`src/rtl/arduino_word_tx.sv`:
```
// Processor-to-Arduino word transmitter: sends one DATA_LENGTH-bit word LSB-first as
// byte transfers over an 8-bit port, each byte using a 4-phase strobe/ack handshake.
module arduino_word_tx #(
    parameter int BYTE_LENGTH    = 8,
    parameter int DATA_LENGTH    = 32,
    parameter int TIMEOUT_CYCLES = 1023
) (
    input  logic                   clock,
    input  logic                   reset,
    input  logic                   flag_write_arduino,
    input  logic [DATA_LENGTH-1:0] module_input,
    output logic                   busy,
    output logic                   done,
    output logic                   timeout_error,
    output logic [BYTE_LENGTH-1:0] system_output,
    output logic                   system_strobe,
    input  logic                   system_ack
);

    localparam int BYTES_PER_WORD = DATA_LENGTH / BYTE_LENGTH;
    localparam int CNT_W          = (BYTES_PER_WORD > 1) ? $clog2(BYTES_PER_WORD) : 1;
    localparam int TMR_W          = $clog2(TIMEOUT_CYCLES + 1);
    localparam logic [CNT_W-1:0] LAST_IDX   = CNT_W'(BYTES_PER_WORD - 1);
    localparam logic [TMR_W-1:0] TIMER_LAST = TMR_W'(TIMEOUT_CYCLES - 1);

    typedef enum logic [1:0] {IDLE, SETUP, WAIT_ACK, WAIT_REL} state_t;

    state_t                 state, state_next;
    logic [DATA_LENGTH-1:0] word, word_next, word_shift;
    logic [CNT_W-1:0]       idx, idx_next;
    logic [TMR_W-1:0]       timer, timer_next;
    logic [BYTE_LENGTH-1:0] out_next;
    logic                   strobe_next, busy_next, done_next, terr_next;
    logic                   ack_meta, ack_s;

    // The Arduino acknowledge is asynchronous to our clock.
    always_ff @(posedge clock or posedge reset) begin
        if (reset) begin
            ack_meta <= 1'b0;
            ack_s    <= 1'b0;
        end else begin
            ack_meta <= system_ack;
            ack_s    <= ack_meta;
        end
    end

    always_ff @(posedge clock or posedge reset) begin
        if (reset) begin
            state         <= IDLE;
            word          <= '0;
            idx           <= '0;
            timer         <= '0;
            system_output <= '0;
            system_strobe <= 1'b0;
            busy          <= 1'b0;
            done          <= 1'b0;
            timeout_error <= 1'b0;
        end else begin
            state         <= state_next;
            word          <= word_next;
            idx           <= idx_next;
            timer         <= timer_next;
            system_output <= out_next;
            system_strobe <= strobe_next;
            busy          <= busy_next;
            done          <= done_next;
            timeout_error <= terr_next;
        end
    end

    // Remaining bytes are shifted down so the next byte always sits in the low lane.
    assign word_shift = word >> BYTE_LENGTH;

    always_comb begin
        state_next  = state;
        word_next   = word;
        idx_next    = idx;
        timer_next  = timer;
        out_next    = system_output;
        strobe_next = system_strobe;
        busy_next   = busy;
        done_next   = 1'b0;
        terr_next   = timeout_error;

        case (state)
            IDLE: begin
                if (flag_write_arduino) begin
                    word_next  = module_input;
                    idx_next   = '0;
                    terr_next  = 1'b0;
                    out_next   = module_input[BYTE_LENGTH-1:0];
                    busy_next  = 1'b1;
                    state_next = SETUP;
                end
            end
            SETUP: begin
                if (!ack_s) begin
                    strobe_next = 1'b1;
                    state_next  = WAIT_ACK;
                end
            end
            WAIT_ACK: begin
                if (ack_s) begin
                    strobe_next = 1'b0;
                    state_next  = WAIT_REL;
                end
            end
            WAIT_REL: begin
                if (!ack_s) begin
                    if (idx == LAST_IDX) begin
                        done_next  = 1'b1;
                        busy_next  = 1'b0;
                        state_next = IDLE;
                    end else begin
                        idx_next   = idx + CNT_W'(1);
                        word_next  = word_shift;
                        out_next   = word_shift[BYTE_LENGTH-1:0];
                        state_next = SETUP;
                    end
                end
            end
            default: state_next = IDLE;
        endcase

        // A legitimate handshake step in the final cycle wins over the timeout.
        if (state_next != state) begin
            timer_next = '0;
        end else if (state != IDLE) begin
            if (timer == TIMER_LAST) begin
                strobe_next = 1'b0;
                terr_next   = 1'b1;
                busy_next   = 1'b0;
                state_next  = IDLE;
                timer_next  = '0;
            end else begin
                timer_next = timer + TMR_W'(1);
            end
        end
    end

endmodule

```
`config.mk`:
```
export PLATFORM = sky130hd
export DESIGN_NAME = arduino_word_tx
export DESIGN_NICKNAME = d
export VERILOG_FILES = /design/src/rtl/arduino_word_tx.sv
export SDC_FILE = /design/constraint.sdc
export NUM_CORES = 1
export LEC_CHECK = 0
export CORE_MARGIN = 8
export CORE_UTILIZATION = 40
export CTS_CLUSTER_DIAMETER = 50
export DETAILED_ROUTE_END_ITERATION = 16
export HOLD_SLACK_MARGIN = 0.06
export MAX_ROUTING_LAYER = met4
export PLACE_DENSITY = 0.71
export SYNTH_ARGS = -nofsm -noshare
export SYNTH_HDL_FRONTEND = slang
export SYNTH_SLANG_ARGS = --single-unit
export TNS_END_PERCENT = 10
```
`constraint.sdc`:
```
create_clock -name clock -period 2.55 [get_ports clock]
set_input_delay 0.255 -clock clock [delete_from_list [all_inputs] [get_ports clock]]
set_output_delay 0.255 -clock clock [all_outputs]
set_load 0.05 [all_outputs]
```
Word level (Yosys, flattened, before mapping)
Index checks and enable logic that the tools add are counted.
Widths: inputs -> output; s select.
{ "classes": {"n_mux": 45, "shifts": 0, "order_cmp": 0, "bitwise": 0, "multipliers": 0, "reduce_logical": 5, "n_addsub": 2, "n_eq_ne": 9, "n_div": 0} }
{ "op_table": {"columns": ["op", "n"], "rows": [
  ["$mux 32", 3],
  ["$pmux 32 s2", 1],
  ["$mux 10", 3],
  ["$mux 8", 3],
  ["$mux 1", 20],
  ["$mux 2", 10],
  ["$pmux 8 s2", 1],
  ["$add 10x1->10 const B", 1],
  ["$eq 10x10->1 const B", 1],
  ["$pmux 2 s4", 1],
  ["$eq 2x2->1 const B", 3],
  ["$ne 2x2->1 const B", 3],
  ["$reduce_bool 2->1", 3],
  ["$pmux 1 s2", 2],
  ["$pmux 2 s2", 1],
  ["$reduce_and 4->1", 1],
  ["$add 2x1->2 const B", 1],
  ["$eq 2x1->1 const B", 1],
  ["$logic_not 2->1", 1],
  ["$ne 2x2->1", 1]
]} }
{ "word_totals": {"ramBits": 0, "word_cells": 72, "romBits": 0, "memories": 0, "latch_bits": 0, "output_inout_bits": 12, "ff_bits": 60, "in_bits": 36} }

Logic depth before layout (Yosys ltp)
Gate-level depths: netlist of the first run.
{ "depth": {"ltp_word": 7, "depth_mapped": 8, "ltp_nobuf": 6} }

Least setup slack after synthesis of the first run
OpenSTA, ideal clock, no wires.
{ "synth_path": {"path_kind": "register to register", "startpoint": "reg state[0]", "endpoint": "reg timer[5]", "n_path_buf": 1, "t_required_ns": 2.411, "t_arrival_ns": 1.891, "setup_ns": 0.139, "stages_incl_launch_ff": 8, "period_less_slack_ns": 2.030, "setup_slack_ns": 0.520, "cell_sequence": "dfrtp_1 -> inv_1 -> ha_1 -> or4b_1 -> a41oi_2 -> a2111o_1 -> buf_6 -> a311oi_2"} }
{ "synth_via": {"elab_chain_cells": 4, "word_cells_on_any_way": 13, "classes_between": "4 x eq/ne; 6 x mux; 3 x reduce/logical"} }
{ "synth_lines": {"columns": ["element", "line", "source"], "rows": [
  ["start: declaration", "28", "state_t state, state_next;"],
  ["start signal: assignment", "59", "state <= state_next;"],
  ["$eq 2x2->1, or another cell as far along", "85", "case (state)"],
  ["$pmux 2 s4", "85", null],
  ["$ne 2x2->1", "126", "if (state_next != state) begin"],
  ["$mux 10 / $reduce_bool 2->1 (equally long branches)", null, null],
  ["end signal: assignment", "62", "timer <= timer_next;"],
  ["end: declaration", "31", "logic [TMR_W-1:0] timer, timer_next;"]
]} }
Several ways; a longest one is shown, not always the timed one.
A chain may end at the register's enable or synchronous reset.

Final worst setup path of the first run
{ "layout_path": {"startpoint": "reg state[1]", "endpoint": "reg system_strobe"} }
{ "layout_via": {"elab_chain_cells": 5, "word_cells_on_any_way": 15, "classes_between": "4 x eq/ne; 9 x mux; 2 x reduce/logical"} }
{ "layout_lines": {"columns": ["element", "line", "source"], "rows": [
  ["$eq 2x2->1 / $eq 2x1->1 (equally long branches)", "85", null],
  ["$pmux 1 s2", "85", null],
  ["$mux 1", "129", "if (timer == TIMER_LAST) begin"],
  ["$mux 1", "128", "end else if (state != IDLE) begin"],
  ["$mux 1 (*)", "126", null],
  ["net strobe_next", "33", "logic strobe_next, busy_next, done_next, terr_next;"],
  ["end signal: assignment", "64", "system_strobe <= strobe_next;"],
  ["end: declaration", "16", "output logic system_strobe,"]
]} }
The timed path passes the listed nets; every way through them passes the cells marked *.

==> run_summary.xml, run 1 <==
<?xml version="1.0" encoding="UTF-8"?>
<metrics>
  <group name="outcome">
    <metric name="outcome" unit="">complete, no violations</metric>
  </group>
  <group name="critical_path">
    <metric name="cp.arrival" unit="ns">2.54</metric>
    <metric name="r2r_slack" unit="ns">0.20</metric>
    <metric name="critical_path.top_delay_family" unit="">simple AND/OR/NAND/NOR gates</metric>
    <metric name="critical_path.max_stage_delay" unit="ns">0.56</metric>
    <metric name="critical_path.cell_chain" unit="">inv_1 &gt; ha_1 &gt; and4b_1 &gt; nand3_1 &gt; a2111oi_4 &gt; nor2_1</metric>
    <metric name="rr_endpoint" unit="">system_strobe</metric>
    <metric name="worstSetupStartpointType" unit="">register</metric>
    <metric name="critical_path.endpoint_type" unit="">register</metric>
    <metric name="worst_r2r_startpoint" unit="">state[1]</metric>
    <metric name="worst-setup-path-type" unit="">register to register</metric>
    <metric name="crit_buf_inv" unit="">1</metric>
    <metric name="timing.critical_path.slowest_stage_cell" unit="">sky130_fd_sc_hd__dfrtp_1</metric>
    <metric name="cell_count_of_the_worst_reg_to_reg_path" unit="">6</metric>
    <metric name="critical_path_peak_fanout" unit="">12</metric>
    <metric name="required" unit="ns">2.74</metric>
  </group>
  <group name="clock_tree">
    <metric name="clock_latency" unit="ns">0.31</metric>
    <metric name="maximum_number_of_buffers_from_clock_root_to_sink" unit="">2</metric>
    <metric name="postCtsSetupBuffers" unit="">0</metric>
    <metric name="clk_root_buffer_cell" unit="">sky130_fd_sc_hd__clkbuf_8</metric>
    <metric name="cts_tree" unit="">done</metric>
    <metric name="cts.htree.levels" unit="">2</metric>
    <metric name="clock-sinks" unit="">52</metric>
    <metric name="cts_made_buffers" unit="">5</metric>
    <metric name="clkTransAtPathRegs" unit="ns">0.10</metric>
  </group>
  <group name="floorplanning">
    <metric name="placement_rows" unit="">30</metric>
    <metric name="floorplan.die_area" unit="sq um">9910</metric>
    <metric name="dieWidth" unit="microns">99.6</metric>
    <metric name="count_of_boundary_i_o_pins" unit="">48</metric>
    <metric name="die-height" unit="microns">99.6</metric>
    <metric name="start_util" unit="">0.411</metric>
    <metric name="placeableCoreArea" unit="sq um">6790</metric>
  </group>
  <group name="final_layout">
    <metric name="final_core_util" unit="">0.505</metric>
    <metric name="layout.cells.most_common" unit="">sky130_fd_sc_hd__nand2_1</metric>
    <metric name="area_growth_syn_to_layout" unit="%">22.8</metric>
    <metric name="layoutNonFillerInstCount" unit="">421</metric>
    <metric name="post-route-cell-area" unit="sq um">3430</metric>
    <metric name="n_antenna_cell" unit="">0</metric>
    <metric name="layout.cells.most_common_list" unit="">sky130_fd_sc_hd__nand2_1, sky130_fd_sc_hd__dfrtp_1, sky130_fd_sc_hd__clkdlybuf4s50_1</metric>
    <metric name="drive_gt1_frac" unit="">0.0862</metric>
    <metric name="finalNetCount" unit="">368</metric>
    <metric name="fill_cells" unit="">643</metric>
  </group>
  <group name="routing">
    <metric name="first_iter_violations" unit="">89</metric>
    <metric name="drt-total-wl" unit="microns">5920</metric>
    <metric name="dr.pass1.iters" unit="">4</metric>
    <metric name="avgRoutedWirePerCell" unit="microns">14.1</metric>
    <metric name="total_via_count_in_the_routed_design" unit="">2099</metric>
    <metric name="post-route-drc-count" unit="">0</metric>
    <metric name="avgViaCountPerCell" unit="">4.99</metric>
    <metric name="drt.antenna.violating_nets" unit="">0</metric>
  </group>
  <group name="global_routing">
    <metric name="groute.usage.overall" unit="">0.128</metric>
    <metric name="antenna_found_initial" unit="">0</metric>
    <metric name="global_route.overflow_total" unit="">0</metric>
    <metric name="grt_first_pass_wirelength" unit="microns">10200</metric>
    <metric name="via_count_of_the_first_global_routing_pass" unit="">2055</metric>
    <metric name="grt_start_max_net_pins" unit="">59</metric>
  </group>
  <group name="hold_path">
    <metric name="worstHoldPathType" unit="">primary input to async pin</metric>
  </group>
  <group name="synthesis">
    <metric name="yosys_warnings" unit="">0</metric>
    <metric name="xor_xnor_cell_area_share_of_the_yosys_netlist" unit="">0.00314</metric>
    <metric name="synth_compound_area_frac" unit="">0.160</metric>
    <metric name="synth_simple_gate_area_frac" unit="">0.189</metric>
    <metric name="largest_family_of_logic_cells_by_synthesized_area" unit="">simple AND/OR/NAND/NOR gates</metric>
    <metric name="ys_seq_elements" unit="">52</metric>
    <metric name="seq_area_frac_synth" unit="">0.466</metric>
    <metric name="synth_fa_ha_area_frac" unit="">0.0358</metric>
    <metric name="syn_nets" unit="">333</metric>
    <metric name="synthMuxAreaShare" unit="">0.0860</metric>
    <metric name="synth.lib_cells_used.distinct" unit="">44</metric>
    <metric name="synth_area" unit="sq um">2790</metric>
    <metric name="postSynthCellCount" unit="">289</metric>
    <metric name="avgSynthCellArea" unit="sq um">9.66</metric>
  </group>
  <group name="placement">
    <metric name="dp_cells" unit="">413</metric>
    <metric name="placement.io_buffers" unit="">47</metric>
    <metric name="dpl_wire_length" unit="microns">4240</metric>
    <metric name="gp_congestion" unit="">0.835</metric>
    <metric name="dpl-instance-area" unit="sq um">3320</metric>
  </group>
  <group name="timing">
    <metric name="skew" unit="ns">0.00447</metric>
    <metric name="report.final.setup_viol" unit="">0</metric>
    <metric name="totalNegativeSetupSlack" unit="ns">0</metric>
    <metric name="final_hold_viol_count" unit="">0</metric>
    <metric name="achievable-frequency" unit="MHz">426</metric>
    <metric name="post-route-period-util" unit="">0.921</metric>
    <metric name="post-route-min-period" unit="ns">2.35</metric>
    <metric name="whs" unit="ns">0.319</metric>
    <metric name="slew_viol_final" unit="">0</metric>
    <metric name="maxSlewHeadroom" unit="">0.623</metric>
    <metric name="grt_setup_unrepaired" unit="">no</metric>
    <metric name="tightestPinTransition" unit="ns">0.565</metric>
  </group>
  <group name="pwr">
    <metric name="ir_drop" unit="V">0.000407</metric>
    <metric name="static-leakage-power" unit="uW">0.00145</metric>
    <metric name="power.density" unit="nW/um^2">1120</metric>
  </group>
  <group name="run">
    <metric name="cap_viol_max_count" unit="">0</metric>
  </group>
</metrics>
==> how the worst max path moves through the flow <==
stage / start / endpoint / slack (ns) / cells past startpoint
6_report: state[1] / system_strobe / 0.20 / 6
5_1_grt: state[1] / system_strobe / 0.04 / 6
4_1_cts: state[1] / system_strobe / 0.12 / 6
3_5_place_dp: state[1] / system_strobe / 0.12 / 6
3_3_place_gp: state[1] / system_strobe / 0.26 / 6
2_1_floorplan: state[0] / timer[5] / 0.52 / 7
==> kinds of logic (layout without fill, tap and decap cells) <==
family	count (synthesis)	count (layout)
buffers and inverters	31	67
adders and majority gates	8	8
muxes	24	24
DFF	52	52
AOI/OAI and AO/OA	66	66
and+or+nand+nor	107	107
xor gates and xnor gates	1	1
==> cell usage after synthesis <==
library cell / count / area, sq um
sky130_fd_sc_hd__nand2_1: 62 / 233
sky130_fd_sc_hd__dfrtp_1: 52 / 1300
sky130_fd_sc_hd__o21ai_0: 31 / 155
sky130_fd_sc_hd__mux2i_1: 24 / 240
sky130_fd_sc_hd__a21oi_1: 13 / 65.1
sky130_fd_sc_hd__buf_4: 10 / 75.1
sky130_fd_sc_hd__nand3b_1: 9 / 67.6
sky130_fd_sc_hd__nor2_1: 9 / 33.8
sky130_fd_sc_hd__ha_1: 8 / 100
sky130_fd_sc_hd__clkbuf_1: 7 / 26.3
sky130_fd_sc_hd__buf_2: 6 / 30.0
sky130_fd_sc_hd__inv_1: 5 / 18.8
sky130_fd_sc_hd__nand2b_1: 5 / 31.3
sky130_fd_sc_hd__nand3_1: 5 / 25.0
sky130_fd_sc_hd__a21o_1: 3 / 22.5
sky130_fd_sc_hd__a311oi_2: 3 / 45.0
sky130_fd_sc_hd__a31oi_1: 3 / 18.8
sky130_fd_sc_hd__and3_1: 3 / 18.8
sky130_fd_sc_hd__or3_1: 3 / 18.8
sky130_fd_sc_hd__buf_1: 2 / 7.51
sky130_fd_sc_hd__nand4b_1: 2 / 17.5
sky130_fd_sc_hd__or4b_1: 2 / 20.0
sky130_fd_sc_hd__a2111o_1: 1 / 11.3
sky130_fd_sc_hd__a2111oi_0: 1 / 8.76
sky130_fd_sc_hd__a2111oi_2: 1 / 15.0
sky130_fd_sc_hd__a211oi_2: 1 / 12.5
sky130_fd_sc_hd__a221oi_2: 1 / 15.0
sky130_fd_sc_hd__a22oi_1: 1 / 7.51
sky130_fd_sc_hd__a2bb2oi_1: 1 / 8.76
sky130_fd_sc_hd__a32oi_1: 1 / 8.76
sky130_fd_sc_hd__a41oi_1: 1 / 8.76
sky130_fd_sc_hd__a41oi_2: 1 / 16.3
sky130_fd_sc_hd__and2_1: 1 / 6.26
sky130_fd_sc_hd__and4_1: 1 / 8.76
sky130_fd_sc_hd__and4b_1: 1 / 10.0
sky130_fd_sc_hd__buf_6: 1 / 11.3
sky130_fd_sc_hd__nor2b_1: 1 / 6.26
sky130_fd_sc_hd__nor3b_2: 1 / 12.5
sky130_fd_sc_hd__o2111a_1: 1 / 11.3
sky130_fd_sc_hd__o2111ai_1: 1 / 8.76
sky130_fd_sc_hd__o21bai_1: 1 / 7.51
sky130_fd_sc_hd__or3b_1: 1 / 8.76
sky130_fd_sc_hd__or3b_2: 1 / 8.76
sky130_fd_sc_hd__xor2_1: 1 / 8.76
==> sequential cells by signal (all words and copies together), names as in the netlist <==
name           count
done               1
state              2
ack_s              1
timeout_error      1
ack_meta           1
word              25
system_strobe      1
timer             10
idx                2
system_output      7
busy               1
==> per-layer routing <==
layer  GRT usage  vias to the layer above  wire length, microns
met5           -                        -                     0
met1       0.169                      984                  2880
met3      0.0363                        5                   295
met4      0.0384                        0                    70
li1            -                     1076                     -
met2       0.187                       34                  2680
==> through the flow <==
step	worst slack (ns)	total power, uW
after floorplan	0.520	2900
after global placement	0.261	3290
after detailed placement	0.117	3350
after CTS	0.122	3850
after global routing	0.0392	4150
final	0.202	3840
==> repair_timing <==
| action | 4_1_cts | 5_1_grt |
|---|---|---|
| gates resized for setup | 0 | 2 |
| hold buffers | 0 | 0 |
| setup endpoints to repair | 0 | 4 |
==> report_power, final <==
group | switching [uW] | internal (uW)
Clock | 301 | 202
Combinational | 1200 | 803
Sequential | 195 | 1130
==> area by class of cell <==
class,instances,area [sq um],area share
sequential,52,1300,0.380
timing repair buffer,54,536,0.156
inverter,5,18.8,0.00547
multi-input combinational,206,1360,0.396
tap,96,120,0.0350
clock inverter,3,27.5,0.00803
clock buffer,5,68.8,0.0201
No activity file was read; power rests on OpenSTA's default activity.
==> run 2, diff against run 1 <==
--- a/config.mk
+++ b/config.mk
@@ -8,6 +8,7 @@
 export CORE_MARGIN = 8
 export CORE_UTILIZATION = 40
 export CTS_CLUSTER_DIAMETER = 50
+export CTS_CLUSTER_SIZE = 40
 export DETAILED_ROUTE_END_ITERATION = 16
 export HOLD_SLACK_MARGIN = 0.06
 export MAX_ROUTING_LAYER = met4
==> constraint.sdc (replaced) <==
create_clock -name clock -period 2.55 [get_ports clock]
set_input_delay 0.6375 -clock clock [delete_from_list [all_inputs] [get_ports clock]]
set_output_delay 0.6375 -clock clock [all_outputs]
set_load 0.05 [all_outputs]
==> run_summary.xml, run 2 (synthesized netlist as in run 1, its figures left out) <==
<?xml version="1.0" encoding="UTF-8"?>
<metrics>
  <group name="critical_path">
    <metric name="required" unit="ns">2.71</metric>
    <metric name="worstSetupStartpointType" unit="">register</metric>
    <metric name="critical_path.top_delay_family" unit="">compound AO/OA/AOI/OAI gates</metric>
    <metric name="crit_buf_inv" unit="">1</metric>
    <metric name="worst-setup-path-type" unit="">register to register</metric>
    <metric name="critical_path_peak_fanout" unit="">10</metric>
    <metric name="critical_path.max_stage_delay" unit="ns">0.56</metric>
    <metric name="worst_r2r_startpoint" unit="">state[1]</metric>
    <metric name="timing.critical_path.from" unit="">state[1]</metric>
    <metric name="critical_path.endpoint_type" unit="">register</metric>
    <metric name="timing.critical_path.slowest_stage_cell" unit="">sky130_fd_sc_hd__or4b_1</metric>
    <metric name="cp.arrival" unit="ns">2.44</metric>
    <metric name="critical_path.cell_chain" unit="">buf_4 &gt; ha_1 &gt; or4b_1 &gt; a41oi_2 &gt; a2111o_1 &gt; a31oi_1</metric>
  </group>
  <group name="final_layout">
    <metric name="area_growth_syn_to_layout" unit="%">22.7</metric>
    <metric name="largest_reg_flops" unit="">25</metric>
    <metric name="finalNetCount" unit="">370</metric>
    <metric name="layout.cells.most_common" unit="">sky130_fd_sc_hd__nand2_1</metric>
    <metric name="biggestRegsByFlops" unit="">word (25), timer (10), system_output (7)</metric>
    <metric name="layout.cells.most_common_list" unit="">sky130_fd_sc_hd__nand2_1, sky130_fd_sc_hd__dfrtp_1, sky130_fd_sc_hd__clkdlybuf4s50_1</metric>
    <metric name="final_core_util" unit="">0.504</metric>
    <metric name="n_antenna_cell" unit="">0</metric>
    <metric name="drive_gt1_frac" unit="">0.0887</metric>
    <metric name="registers.top_by_ff_count" unit="">word</metric>
  </group>
  <group name="pwr">
    <metric name="power.density" unit="nW/um^2">1100</metric>
    <metric name="static-leakage-power" unit="uW">0.00146</metric>
    <metric name="ir_drop" unit="V">0.000302</metric>
  </group>
  <group name="floorplanning">
    <metric name="placeableCoreArea" unit="sq um">6790</metric>
    <metric name="placement_rows" unit="">30</metric>
    <metric name="dieWidth" unit="microns">99.6</metric>
    <metric name="start_util" unit="">0.411</metric>
    <metric name="count_of_boundary_i_o_pins" unit="">48</metric>
    <metric name="die-height" unit="microns">99.6</metric>
    <metric name="floorplan.die_area" unit="sq um">9910</metric>
  </group>
  <group name="timing">
    <metric name="totalNegativeSetupSlack" unit="ns">0</metric>
    <metric name="slew_viol_final" unit="">0</metric>
    <metric name="achievable-frequency" unit="MHz">439</metric>
    <metric name="tightestPinTransition" unit="ns">0.575</metric>
    <metric name="final_hold_viol_count" unit="">0</metric>
    <metric name="report.final.setup_viol" unit="">0</metric>
    <metric name="post-route-min-period" unit="ns">2.28</metric>
    <metric name="grt_setup_unrepaired" unit="">no</metric>
    <metric name="post-route-period-util" unit="">0.892</metric>
    <metric name="maxSlewHeadroom" unit="">0.616</metric>
    <metric name="skew" unit="ns">0.0172</metric>
  </group>
  <group name="clock_tree">
    <metric name="cts_hold_buf" unit="">0</metric>
    <metric name="maximum_number_of_buffers_from_clock_root_to_sink" unit="">2</metric>
    <metric name="post_cts_resized" unit="">0</metric>
    <metric name="cts.htree.levels" unit="">2</metric>
    <metric name="clock-sinks" unit="">52</metric>
    <metric name="postCtsSetupBuffers" unit="">0</metric>
    <metric name="clock_latency" unit="ns">0.31</metric>
    <metric name="clkTransAtPathRegs" unit="ns">0.10</metric>
    <metric name="cts_made_buffers" unit="">5</metric>
    <metric name="cts_tree" unit="">done</metric>
    <metric name="clk_root_buffer_cell" unit="">sky130_fd_sc_hd__clkbuf_8</metric>
  </group>
  <group name="routing">
    <metric name="top_layer_used" unit="">met4</metric>
    <metric name="drt-total-wl" unit="microns">5800</metric>
    <metric name="drt.antenna.violating_nets" unit="">0</metric>
    <metric name="route.met3.wl" unit="microns">247</metric>
    <metric name="first_iter_violations" unit="">83</metric>
    <metric name="dr.pass1.iters" unit="">4</metric>
    <metric name="route.layer.met1.wl" unit="microns">2750</metric>
    <metric name="avgRoutedWirePerCell" unit="microns">13.7</metric>
    <metric name="met2WireLength" unit="microns">2730</metric>
    <metric name="avgViaCountPerCell" unit="">5.03</metric>
    <metric name="post-route-drc-count" unit="">0</metric>
    <metric name="total_via_count_in_the_routed_design" unit="">2128</metric>
  </group>
  <group name="placement">
    <metric name="dpl_wire_length" unit="microns">4230</metric>
    <metric name="gp_congestion" unit="">0.802</metric>
    <metric name="placement.io_buffers" unit="">47</metric>
  </group>
  <group name="global_routing">
    <metric name="antenna_found_initial" unit="">0</metric>
    <metric name="grt_start_max_net_pins" unit="">53</metric>
    <metric name="global_route.overflow_total" unit="">0</metric>
    <metric name="groute.usage.overall" unit="">0.124</metric>
    <metric name="grt_first_pass_wirelength" unit="microns">9910</metric>
    <metric name="via_count_of_the_first_global_routing_pass" unit="">2112</metric>
  </group>
  <group name="hold_path">
    <metric name="worstHoldPathType" unit="">register to register</metric>
    <metric name="holdCritStartpoint" unit="">ack_meta</metric>
  </group>
  <group name="outcome">
    <metric name="outcome" unit="">complete, no violations</metric>
  </group>
  <group name="run">
    <metric name="cap_viol_max_count" unit="">0</metric>
  </group>
</metrics>
## run 2: cell types whose count changed in the layout (fill, tap and decap cells not counted)
cell	previous run	this run
sky130_fd_sc_hd__a2111o_2	1	0
sky130_fd_sc_hd__a2111o_1	0	1
sky130_fd_sc_hd__inv_6	0	2
sky130_fd_sc_hd__clkinv_4	1	0
sky130_fd_sc_hd__buf_4	6	8
sky130_fd_sc_hd__a2111oi_4	1	0
sky130_fd_sc_hd__a2111oi_2	0	1
sky130_fd_sc_hd__inv_8	1	0
## run 2: worst register-to-register path, delay by kind of cell, from the launching register on
kind / cells / cell delay [ns]
buffers and inverters: 1 / 0.17
DFF: 1 / 0.39
adders and majority gates: 1 / 0.26
and+or+nand+nor: 1 / 0.56
AOI/OAI and AO/OA: 3 / 0.76
## run 2: path summary, 6_finish.rpt
kind                                  to  slack, ns  cells past startpoint
setup / recovery                timer[6]       0.27                      6
hold / removal                     ack_s       0.36                      0
setup reg to reg                timer[6]       0.27                      6
hold reg to reg                    ack_s       0.36                      0
max in group asynchronous       word[30]       1.62                      3
min in group asynchronous  timeout_error       0.69                      3
## run 2: power breakdown
part	internal, uW	switching [uW]	leakage (uW)	total, uW
combinational	776	1190	0.000751	1970
clock	201	292	0.0000452	493
sequential	1130	169	0.000664	1300
total	2110	1650	0.00146	3760
## run 2: metal layers
metal	up-vias	GRT usage
li1	1080	-
met3	7	0.0307
met4	0	0.0384
met2	30	0.198
met5	-	-
met1	1011	0.152
## run 2: through the flow
step                instances  total power [uW]  cell area (sq um)  hold WS [ns]  setup slack, ns
finish                    423              3760               3430         0.361            0.274
global route              423              4100               3430         0.393           0.0947
floorplan                 289              2900               2790         0.331            0.520
detailed placement        415              3300               3330         0.344            0.193
global placement          415              3250               3330         0.338            0.259
CTS                       423              3810               3430         0.363            0.268
## run 2: final cells by class
| type | count | area (sq um) |
|---|---|---|
| fill | 639 | 3370 |
| multi-input combinational | 206 | 1340 |
| sequential | 52 | 1300 |
| timing repair buffer | 56 | 551 |
| tap | 96 | 120 |
| clock buffer | 5 | 68.8 |
| clock inverter | 3 | 25.0 |
| inverter | 5 | 18.8 |
